**src/rtl/conf_uart_tx.sv**
```systemverilog
// ----------------------------------------------------------------------------
// conf_uart_tx
// Sends a packet of configuration parameters over one UART line. This is the
// frame format the controller's config receiver expects: a start bit (0),
// 8 data bits MSB first, and a stop bit (1). Frames follow each other with no
// gap. All parameters are latched into a shadow register when the packet is
// accepted, so changes on the input during a packet have no effect.
//
// Ports
//   i_clk        system clock, rising edge
//   i_rst        synchronous, active-high reset
//   i_start      packet request, sampled only while idle (including the done cycle)
//   i_par_in     packed parameters; slice [PAR_NUM-1] is sent first
//   o_uart_data  registered serial line, idle high
//   o_busy       high for the whole packet
//   o_done       one-cycle pulse on the first idle cycle after the last stop bit
// ----------------------------------------------------------------------------
module conf_uart_tx #(
   parameter int unsigned CLKS_PER_BIT = 16,
   parameter int unsigned PAR_NUM      = 6,
   parameter int unsigned PAR_WIDTH    = 8
) (
   input  logic                           i_clk,
   input  logic                           i_rst,
   input  logic                           i_start,
   input  logic [PAR_NUM*PAR_WIDTH-1:0]   i_par_in,
   output logic                           o_uart_data,
   output logic                           o_busy,
   output logic                           o_done
);

   localparam int unsigned PKT_W  = PAR_NUM * PAR_WIDTH;
   localparam int unsigned CLK_W  = (CLKS_PER_BIT > 1) ? $clog2(CLKS_PER_BIT) : 1;
   localparam int unsigned BYTE_W = (PAR_NUM      > 1) ? $clog2(PAR_NUM)      : 1;
   localparam int unsigned BIT_W  = (PAR_WIDTH    > 1) ? $clog2(PAR_WIDTH)    : 1;

   localparam logic [CLK_W-1:0]  CLK_LAST  = CLK_W'(CLKS_PER_BIT - 1);
   localparam logic [BYTE_W-1:0] BYTE_LAST = BYTE_W'(PAR_NUM - 1);
   localparam logic [BIT_W-1:0]  BIT_LAST  = BIT_W'(PAR_WIDTH - 1);

   typedef enum logic [1:0] {
      S_IDLE  = 2'd0,
      S_START = 2'd1,
      S_DATA  = 2'd2,
      S_STOP  = 2'd3
   } state_t;

   state_t               r_state;
   logic [PKT_W-1:0]     r_shadow;
   logic [CLK_W-1:0]     r_clk_cnt;
   logic [BYTE_W-1:0]    r_byte_cnt;
   logic [BIT_W-1:0]     r_bit_cnt;
   logic                 r_uart_data;
   logic                 r_busy;
   logic                 r_done;

   logic [PAR_WIDTH-1:0] w_cur_par;
   logic [BIT_W-1:0]     w_bit_prev;
   logic                 w_bit_end;

   // Byte 0 of the packet is the most significant slice of the shadow register
   always_comb begin
      w_cur_par = '0;
      for (int i = 0; i < int'(PAR_NUM); i++) begin
         if (r_byte_cnt == BYTE_W'(i)) begin
            w_cur_par = r_shadow[(int'(PAR_NUM) - 1 - i) * int'(PAR_WIDTH) +: PAR_WIDTH];
         end
      end
   end

   assign w_bit_end  = (r_clk_cnt == CLK_LAST);
   assign w_bit_prev = r_bit_cnt - BIT_W'(1);

   // Frame sequencer; the line value for the next bit is registered on the
   // same edge as the state change, so the line has no glitches.
   always_ff @(posedge i_clk) begin
      if (i_rst) begin
         r_state     <= S_IDLE;
         r_shadow    <= '0;
         r_clk_cnt   <= '0;
         r_byte_cnt  <= '0;
         r_bit_cnt   <= '0;
         r_uart_data <= 1'b1;
         r_busy      <= 1'b0;
         r_done      <= 1'b0;
      end else begin
         r_done <= 1'b0;
         case (r_state)
            S_IDLE: begin
               r_uart_data <= 1'b1;
               r_busy      <= 1'b0;
               r_clk_cnt   <= '0;
               if (i_start) begin
                  r_shadow    <= i_par_in;
                  r_byte_cnt  <= '0;
                  r_bit_cnt   <= '0;
                  r_state     <= S_START;
                  r_uart_data <= 1'b0;
                  r_busy      <= 1'b1;
               end
            end

            S_START: begin
               if (w_bit_end) begin
                  r_clk_cnt   <= '0;
                  r_bit_cnt   <= BIT_LAST;
                  r_state     <= S_DATA;
                  r_uart_data <= w_cur_par[BIT_LAST];
               end else begin
                  r_clk_cnt <= r_clk_cnt + CLK_W'(1);
               end
            end

            S_DATA: begin
               if (w_bit_end) begin
                  r_clk_cnt <= '0;
                  if (r_bit_cnt == '0) begin
                     r_state     <= S_STOP;
                     r_uart_data <= 1'b1;
                  end else begin
                     r_bit_cnt   <= w_bit_prev;
                     r_uart_data <= w_cur_par[w_bit_prev];
                  end
               end else begin
                  r_clk_cnt <= r_clk_cnt + CLK_W'(1);
               end
            end

            S_STOP: begin
               if (w_bit_end) begin
                  r_clk_cnt <= '0;
                  if (r_byte_cnt < BYTE_LAST) begin
                     // Next frame starts immediately, with no idle bits in between
                     r_byte_cnt  <= r_byte_cnt + BYTE_W'(1);
                     r_state     <= S_START;
                     r_uart_data <= 1'b0;
                  end else begin
                     r_state     <= S_IDLE;
                     r_uart_data <= 1'b1;
                     r_busy      <= 1'b0;
                     r_done      <= 1'b1;
                  end
               end else begin
                  r_clk_cnt <= r_clk_cnt + CLK_W'(1);
               end
            end

            default: begin
               r_state     <= S_IDLE;
               r_uart_data <= 1'b1;
               r_busy      <= 1'b0;
            end
         endcase
      end
   end

   assign o_uart_data = r_uart_data;
   assign o_busy      = r_busy;
   assign o_done      = r_done;

endmodule

```
**config.mk**
```make
export PLATFORM = sky130hd
export DESIGN_NAME = conf_uart_tx
export DESIGN_NICKNAME = d
export VERILOG_FILES = /design/src/rtl/conf_uart_tx.sv
export SDC_FILE = /design/constraint.sdc
export NUM_CORES = 1
export LEC_CHECK = 0
export CAP_MARGIN = 10
export CORE_ASPECT_RATIO = 2
export CORE_MARGIN = 5
export CORE_UTILIZATION = 48
export DETAILED_ROUTE_END_ITERATION = 8
export PLACE_DENSITY = 0.76
export SLEW_MARGIN = 5
export SYNTH_ARGS = -nofsm -noshare
export SYNTH_HDL_FRONTEND = slang
export SYNTH_SLANG_ARGS = --single-unit
export TNS_END_PERCENT = 100
```
**constraint.sdc**
```tcl
create_clock -name i_clk -period 2 [get_ports i_clk]
set_clock_uncertainty 0.2 [all_clocks]
set_input_delay 0.3 -clock i_clk [delete_from_list [all_inputs] [get_ports i_clk]]
set_output_delay 0.3 -clock i_clk [all_outputs]
set_load 0.005 [all_outputs]
```
==> results of run 1 <==
-- layout make-up --
class	instances	area, sq um
clock buffer	10	239
clock inverter	6	36.3
fill	583	2210
inverter	16	65.1
multi-input combinational	304	1810
sequential	63	1270
tap	88	110
timing repair buffer	80	777
-- worst max-delay path: cells and delay by family (launching register included) --
kind                     cells  cell delay [ns]
adder cells (fa/ha/maj)      2             0.34
AND/OR/NAND/NOR              2             0.34
flip-flops                   1             0.37
AO/OA/AOI/OAI                4             0.80
-- sequential cells by signal, indices dropped and copies added, names as in the netlist --
register	flops
r_bit_cnt	3
r_clk_cnt	4
r_shadow	48
r_state	2
o_uart_data	1
o_busy	1
r_byte_cnt	3
o_done	1
-- Yosys cell counts (5+ instances only) --
cell type | n | area, sq um
nand2_1 | 114 | 428
inv_1 | 14 | 52.6
nand3_1 | 7 | 35.0
o21ai_0 | 13 | 65.1
nor2b_1 | 6 | 37.5
a21oi_1 | 68 | 340
clkbuf_1 | 19 | 71.3
dfxtp_1 | 63 | 1260
a31oi_1 | 5 | 31.3
ha_1 | 12 | 150
nor2_1 | 15 | 56.3
-- routing by layer --
layer | share of wire, % | routed length, um
met5 | 0 | 0
met2 | 50 | 4080
met1 | 42 | 3430
met3 | 4.4 | 361
met4 | 3.6 | 294
-- how the worst max path moves through the flow --
stage / startpoint / end
after floorplan: r_byte_cnt[0] / o_uart_data
after global placement: r_byte_cnt[0] / o_uart_data
after detailed placement: r_byte_cnt[0] / o_uart_data
after CTS: r_byte_cnt[0] / o_uart_data
after global routing: r_byte_cnt[1] / o_uart_data
final: r_byte_cnt[0] / o_uart_data
-- cell families (layout without fill, tap and decap cells) --
logic type / after synthesis / count (layout)
and+or+nand+nor: 169 / 169
adders and majority gates: 12 / 12
DFF: 63 / 63
AOI/OAI and AO/OA: 116 / 116
buffers and inverters: 46 / 112
xor gates and xnor gates: 3 / 3
muxes: 4 / 4
-- what timing repair did --
| item | CTS | global route |
|---|---|---|
| setup endpoints to repair | 1 | 54 |
| pin swaps | 6 | 2 |
| hold endpoints to repair | 0 | 0 |
| resized for setup | 15 | 12 |
-- per-stage QoR --
stage | TNS (ns) | instance area, sq um | instances | hold WS, ns | utilization [%]
6_report | -0.151 | 4300 | 567 | 0.235 | 66.0
3_3_place_gp | -0.193 | 3930 | 551 | 0.232 | 60.4
3_5_place_dp | -0.268 | 3930 | 551 | 0.243 | 60.4
2_1_floorplan | -0.0869 | 3210 | 413 | 0.218 | -
4_1_cts | -0.146 | 4270 | 567 | 0.230 | 65.5
5_1_grt | -0.225 | 4300 | 567 | 0.274 | 66.0
-- where the power goes --
| part | total (W) | switching (W) | internal, W |
|---|---|---|---|
| combinational | 0.00165 | 0.000914 | 0.000736 |
| sequential | 0.00165 | 0.000163 | 0.00149 |
| clock | 0.00140 | 0.000541 | 0.000862 |
==> qor.yml, run 1 <==
post_cts_buffers: 0
synth_mux_area_share_pct: 1.70
grt_usage_pct: 20.8
synth_top_family_by_area: "simple AND/OR/NAND/NOR gates"
cts_root_buffer: "clkbuf_16"
die_area_sq_um: 8430
holdPathStages: 2
vias: 3026
worstSetupEndpointType: "flop"
io_pins: 54
hp-class: "input port to flop"
synthCells: 413
max_stage_delay_ns: 0.37
avgSynthCellArea_sq_um: 7.68
final_hold_viol_count: 0
die_w_um: 67.5
violations: "negative setup slack"
insertion_delay_ns: 0.33
r2r-start: "r_byte_cnt[0]"
postCtsHoldBufs: 0
cts_tree: "built"
yosysSeqAreaShare_pct: 39.8
totalPowerFinal_w: 0.00470
syn_to_final_growth_pct: 35.7
worst_path_most_repeated_cell: "ha_4"
finalCriticalPeriod_ns: 2.15
synth_ff_type: "dfxtp_1"
path_clk_slew_ns: 0.05
synth-simple-area-share_pct: 23.6
fp-row-count: 42
irDropWorstVdd_mv: 0.622
synth_adder_area_share_pct: 4.73
syn-num-nets: 476
maxSlewHeadroom_pct: 61.9
met3_usage_pct: 3.05
regToRegEndpoint: "o_uart_data"
ff2ff_path_depth: 8
yosys_warnings: 0
status: "finished with violations"
globalRoute.totalOverflow: 0
nets: 537
final_antenna_net_count: 0
min_to: "o_busy"
worst-setup-path-type: "flop to flop"
layout_common_cells: "nand2_1 (113), a21oi_1 (67), dfxtp_1 (60)"
viasPerCell: 5.34
grt_pass1_wl_mm: 13.4
synthXorXnorAreaFrac_pct: 0.828
drt-initial-drc-count: 192
cts.sinks: 63
drt-pass1-iter-count: 4
critPathArrivalTime_ns: 2.19
synth_edf_count: 0
cap_violations: 0
pwr_density_cell_nw_per_um2: 1090
grt-busiest-layer: "met2"
post_drt_wl_per_cell_um: 14.4
grt_use_met1_pct: 24.4
setup_slack_ns: -0.151
slew_violations: 0
start_kind: "flop"
routabilityCongestion: 0.912
timing.reg2reg.setup_slack_ns: -0.15
antenna_found_initial: 0
cts_buffers: 9
max_freq_ghz: 0.465
wl_mm: 8.17
core_area_sq_um: 6520
period_share_pct: 108
hold_start: "i_rst"
crit_required_ns: 2.04
yosysUniqueCellTypes: 57
cp_max_fo: 5
layout_commonest_cell: "nand2_1"
io_buffers: 53
synth_compound_area_share_pct: 22.8
drc: 0
power_leakage_nw: 1.58
tightest_slew_ns: 0.572
start_util_pct: 48.7
diodes: 0
synth_seq_cells: 63
finalSetupViolCount: 1
place_ws_ns: -0.268
grt_use_met2_pct: 34.1
crit_path_top_delay_cell: "dfxtp_4"
grt_max_degree: 33
rsz0062_at_grt: "true"
fp.dieH_um: 125
worstPathCellList: "ha_4 > ha_4 > or2_4 > a211oi_4 > a311oi_2 > a221oi_2 > nor2_1 > o311ai_2"
clockBufferDepth: 2
syn_area_sq_um: 3170
drive_above_1_share_pct: 16.7
h-tree-depth: 3
hpwl_mm: 6.02
async_reset_ff_share_pct: 0
grt_pass1_vias: 2914
(Power assumes the default switching activity.)
==> run 2: changes to the inputs <==
Settings changed: REMOVE_ABC_BUFFERS from default to 1, SKIP_CTS_REPAIR_TIMING from default to 1.
==> run 2 against run 1 <==
Compared with the run above: the run still ends with negative setup slack left; routed wire length down 2.8%; worst setup slack worse by 0.16 ns; clock power rose by 4%; sequential power barely moved; register-to-register slack worse by 0.16 ns; largest power group unchanged; via count down 0.63%; combinational power decreased by 2%; critical path type unchanged; cell area up 0.58%.
==> qor.yml, run 2 (synthesis gave the netlist of run 1 again) <==
drt-pass1-iter-count: 4  # unchanged
finalSetupViolCount: 1  # unchanged
clockBufferDepth: 2  # unchanged
globalRoute.totalOverflow: 0  # unchanged
start_kind: "flop"
hpwl_mm: 5.52  # -8.3%
max_flop_register: "r_shadow"
period_share_pct: 116  # +8.1 points
vias: 3007  # -0.63%
maxSlewHeadroom_pct: 63.3  # +1.4 points
routabilityCongestion: 0.876  # -3.9%
grt-busiest-layer: "met2"
drt-initial-drc-count: 218  # +14%
path_clk_slew_ns: 0.05  # about the same
timing.reg2reg.setup_slack_ns: -0.31  # -0.16 ns
fill_cells: 587  # +0.69%
grt_pass1_vias: 2816  # -3.4%
cap_violations: 0  # unchanged
cp_max_fo: 4  # -1
final_antenna_net_count: 0  # unchanged
cts_tree: "built"
die_w_um: 67.5  # unchanged
start_util_pct: 48.7  # unchanged
layout_common_cells: "nand2_1 (114), a21oi_1 (68), dfxtp_1 (60)"
io_pins: 54  # unchanged
fp.dieH_um: 125  # unchanged
setup_slack_ns: -0.314  # -0.163 ns
viasPerCell: 5.27  # -1.3%
hp-class: "input port to flop"
io_buffers: 53  # unchanged
cts.sinks: 63  # unchanged
diodes: 0  # unchanged
grt_use_met2_pct: 30.4  # -3.7 points
met3_usage_pct: 4.13  # +1.1 points
finalCriticalPeriod_ns: 2.31  # +0.163 ns
irDropWorstVdd_mv: 0.620  # -0.36%
wl_mm: 7.93  # -2.8%
post_drt_wl_per_cell_um: 13.9  # -3.5%
status: "finished with violations"
core_area_sq_um: 6520  # unchanged
rsz0062_at_grt: "true"
cts_buffers: 9  # unchanged
layout_commonest_cell: "nand2_1"
hold_ws_ns: 0.241  # +0.00669 ns
h-tree-depth: 3  # unchanged
final_cell_area_sq_um: 4330  # +0.58%
setup_tns_ns: -0.314  # -0.163 ns
insertion_delay_ns: 0.33  # about the same
final_hold_viol_count: 0  # unchanged
violations: "negative setup slack"
nets: 543  # +1.1%
fp-row-count: 42  # unchanged
power_leakage_nw: 1.61  # +2.0%
grt_max_degree: 49  # +48%
drc: 0  # unchanged
grt_pass1_wl_mm: 12.6  # -6.4%
slew_violations: 0  # unchanged
worstSetupEndpointType: "flop"
tightest_slew_ns: 0.551  # -0.0210 ns
antenna_found_initial: 0  # unchanged
grt_use_met1_pct: 22.8  # -1.6 points
worst-setup-path-type: "flop to flop"
placed_cell_area_sq_um: 3930  # about the same
reg_top3: "r_shadow x48, r_clk_cnt x4"
max_freq_ghz: 0.432  # -7.0%
drive_above_1_share_pct: 16.1  # -0.55 points
syn_to_final_growth_pct: 36.4
crit_required_ns: 2.04  # about the same
die_area_sq_um: 8430  # unchanged
largest_reg_flops: 48  # unchanged
critPathArrivalTime_ns: 2.35  # +0.16 ns
cts_root_buffer: "clkbuf_16"
pwr_density_cell_nw_per_um2: 1090  # -0.38%
grt_usage_pct: 19.4  # -1.5 points
-- run 2: changes by cell type in the layout (fill, tap and decap cells not counted), sizes merged --
cell      before  now
clkinv         5    0
buf           28   34
clkbuf        10   14
clkinvlp       1    0
-- run 2: worst max-delay path, stage by stage (launching register included) --
cell,delay [ns]
dfxtp_2,0.32
buf_6,0.13
ha_4,0.16
ha_4,0.15
or2_4,0.29
a211oi_4,0.25
a311oi_2,0.09
a221oi_2,0.27
nor2_1,0.08
o311ai_2,0.28
-- run 2: layout make-up --
| class | instances | area, sq um | share of cell area, % |
|---|---|---|---|
| Sequential cell | 63 | 1260 | 29.2 |
| Inverter | 16 | 62.6 | 1.45 |
| Tap cell | 88 | 110 | 2.54 |
| Multi-Input combinational cell | 304 | 1800 | 41.5 |
| Timing Repair Buffer | 86 | 810 | 18.7 |
| Clock buffer | 14 | 284 | 6.56 |
-- run 2: layer usage --
layer  wire [um]  vias to the layer above
li1            -                     1541
met1        3290                     1357
met2        3990                       92
met3         433                       17
met4         223                        0
met5           0                        -
-- run 2: power by group --
group / leakage [nW] / internal, W / total (W) / switching, W
sequential: 0.517 / 0.00149 / 0.00164 / 0.000150
combinational: 0.950 / 0.000719 / 0.00161 / 0.000893
clock: 0.141 / 0.000958 / 0.00146 / 0.000503
-- run 2: metrics by stage --
step | setup WS (ns) | util, % | power (W) | instances
2_1_floorplan | -0.489 | - | 0.00263 | 383
3_3_place_gp | -0.244 | 60.3 | 0.00317 | 557
3_5_place_dp | -0.302 | 60.3 | 0.00320 | 557
4_1_cts | -0.320 | 64.7 | 0.00467 | 571
5_1_grt | -0.382 | 66.4 | 0.00499 | 571
6_report | -0.314 | 66.4 | 0.00471 | 571
-- run 2: worst paths after layout --
path,start,cells past startpoint,end
max reg2reg,r_byte_cnt[0],9,o_uart_data
min reg2reg,r_clk_cnt[0],1,r_clk_cnt[0]
max,r_byte_cnt[0],9,o_uart_data
min,i_rst,2,r_byte_cnt[1]
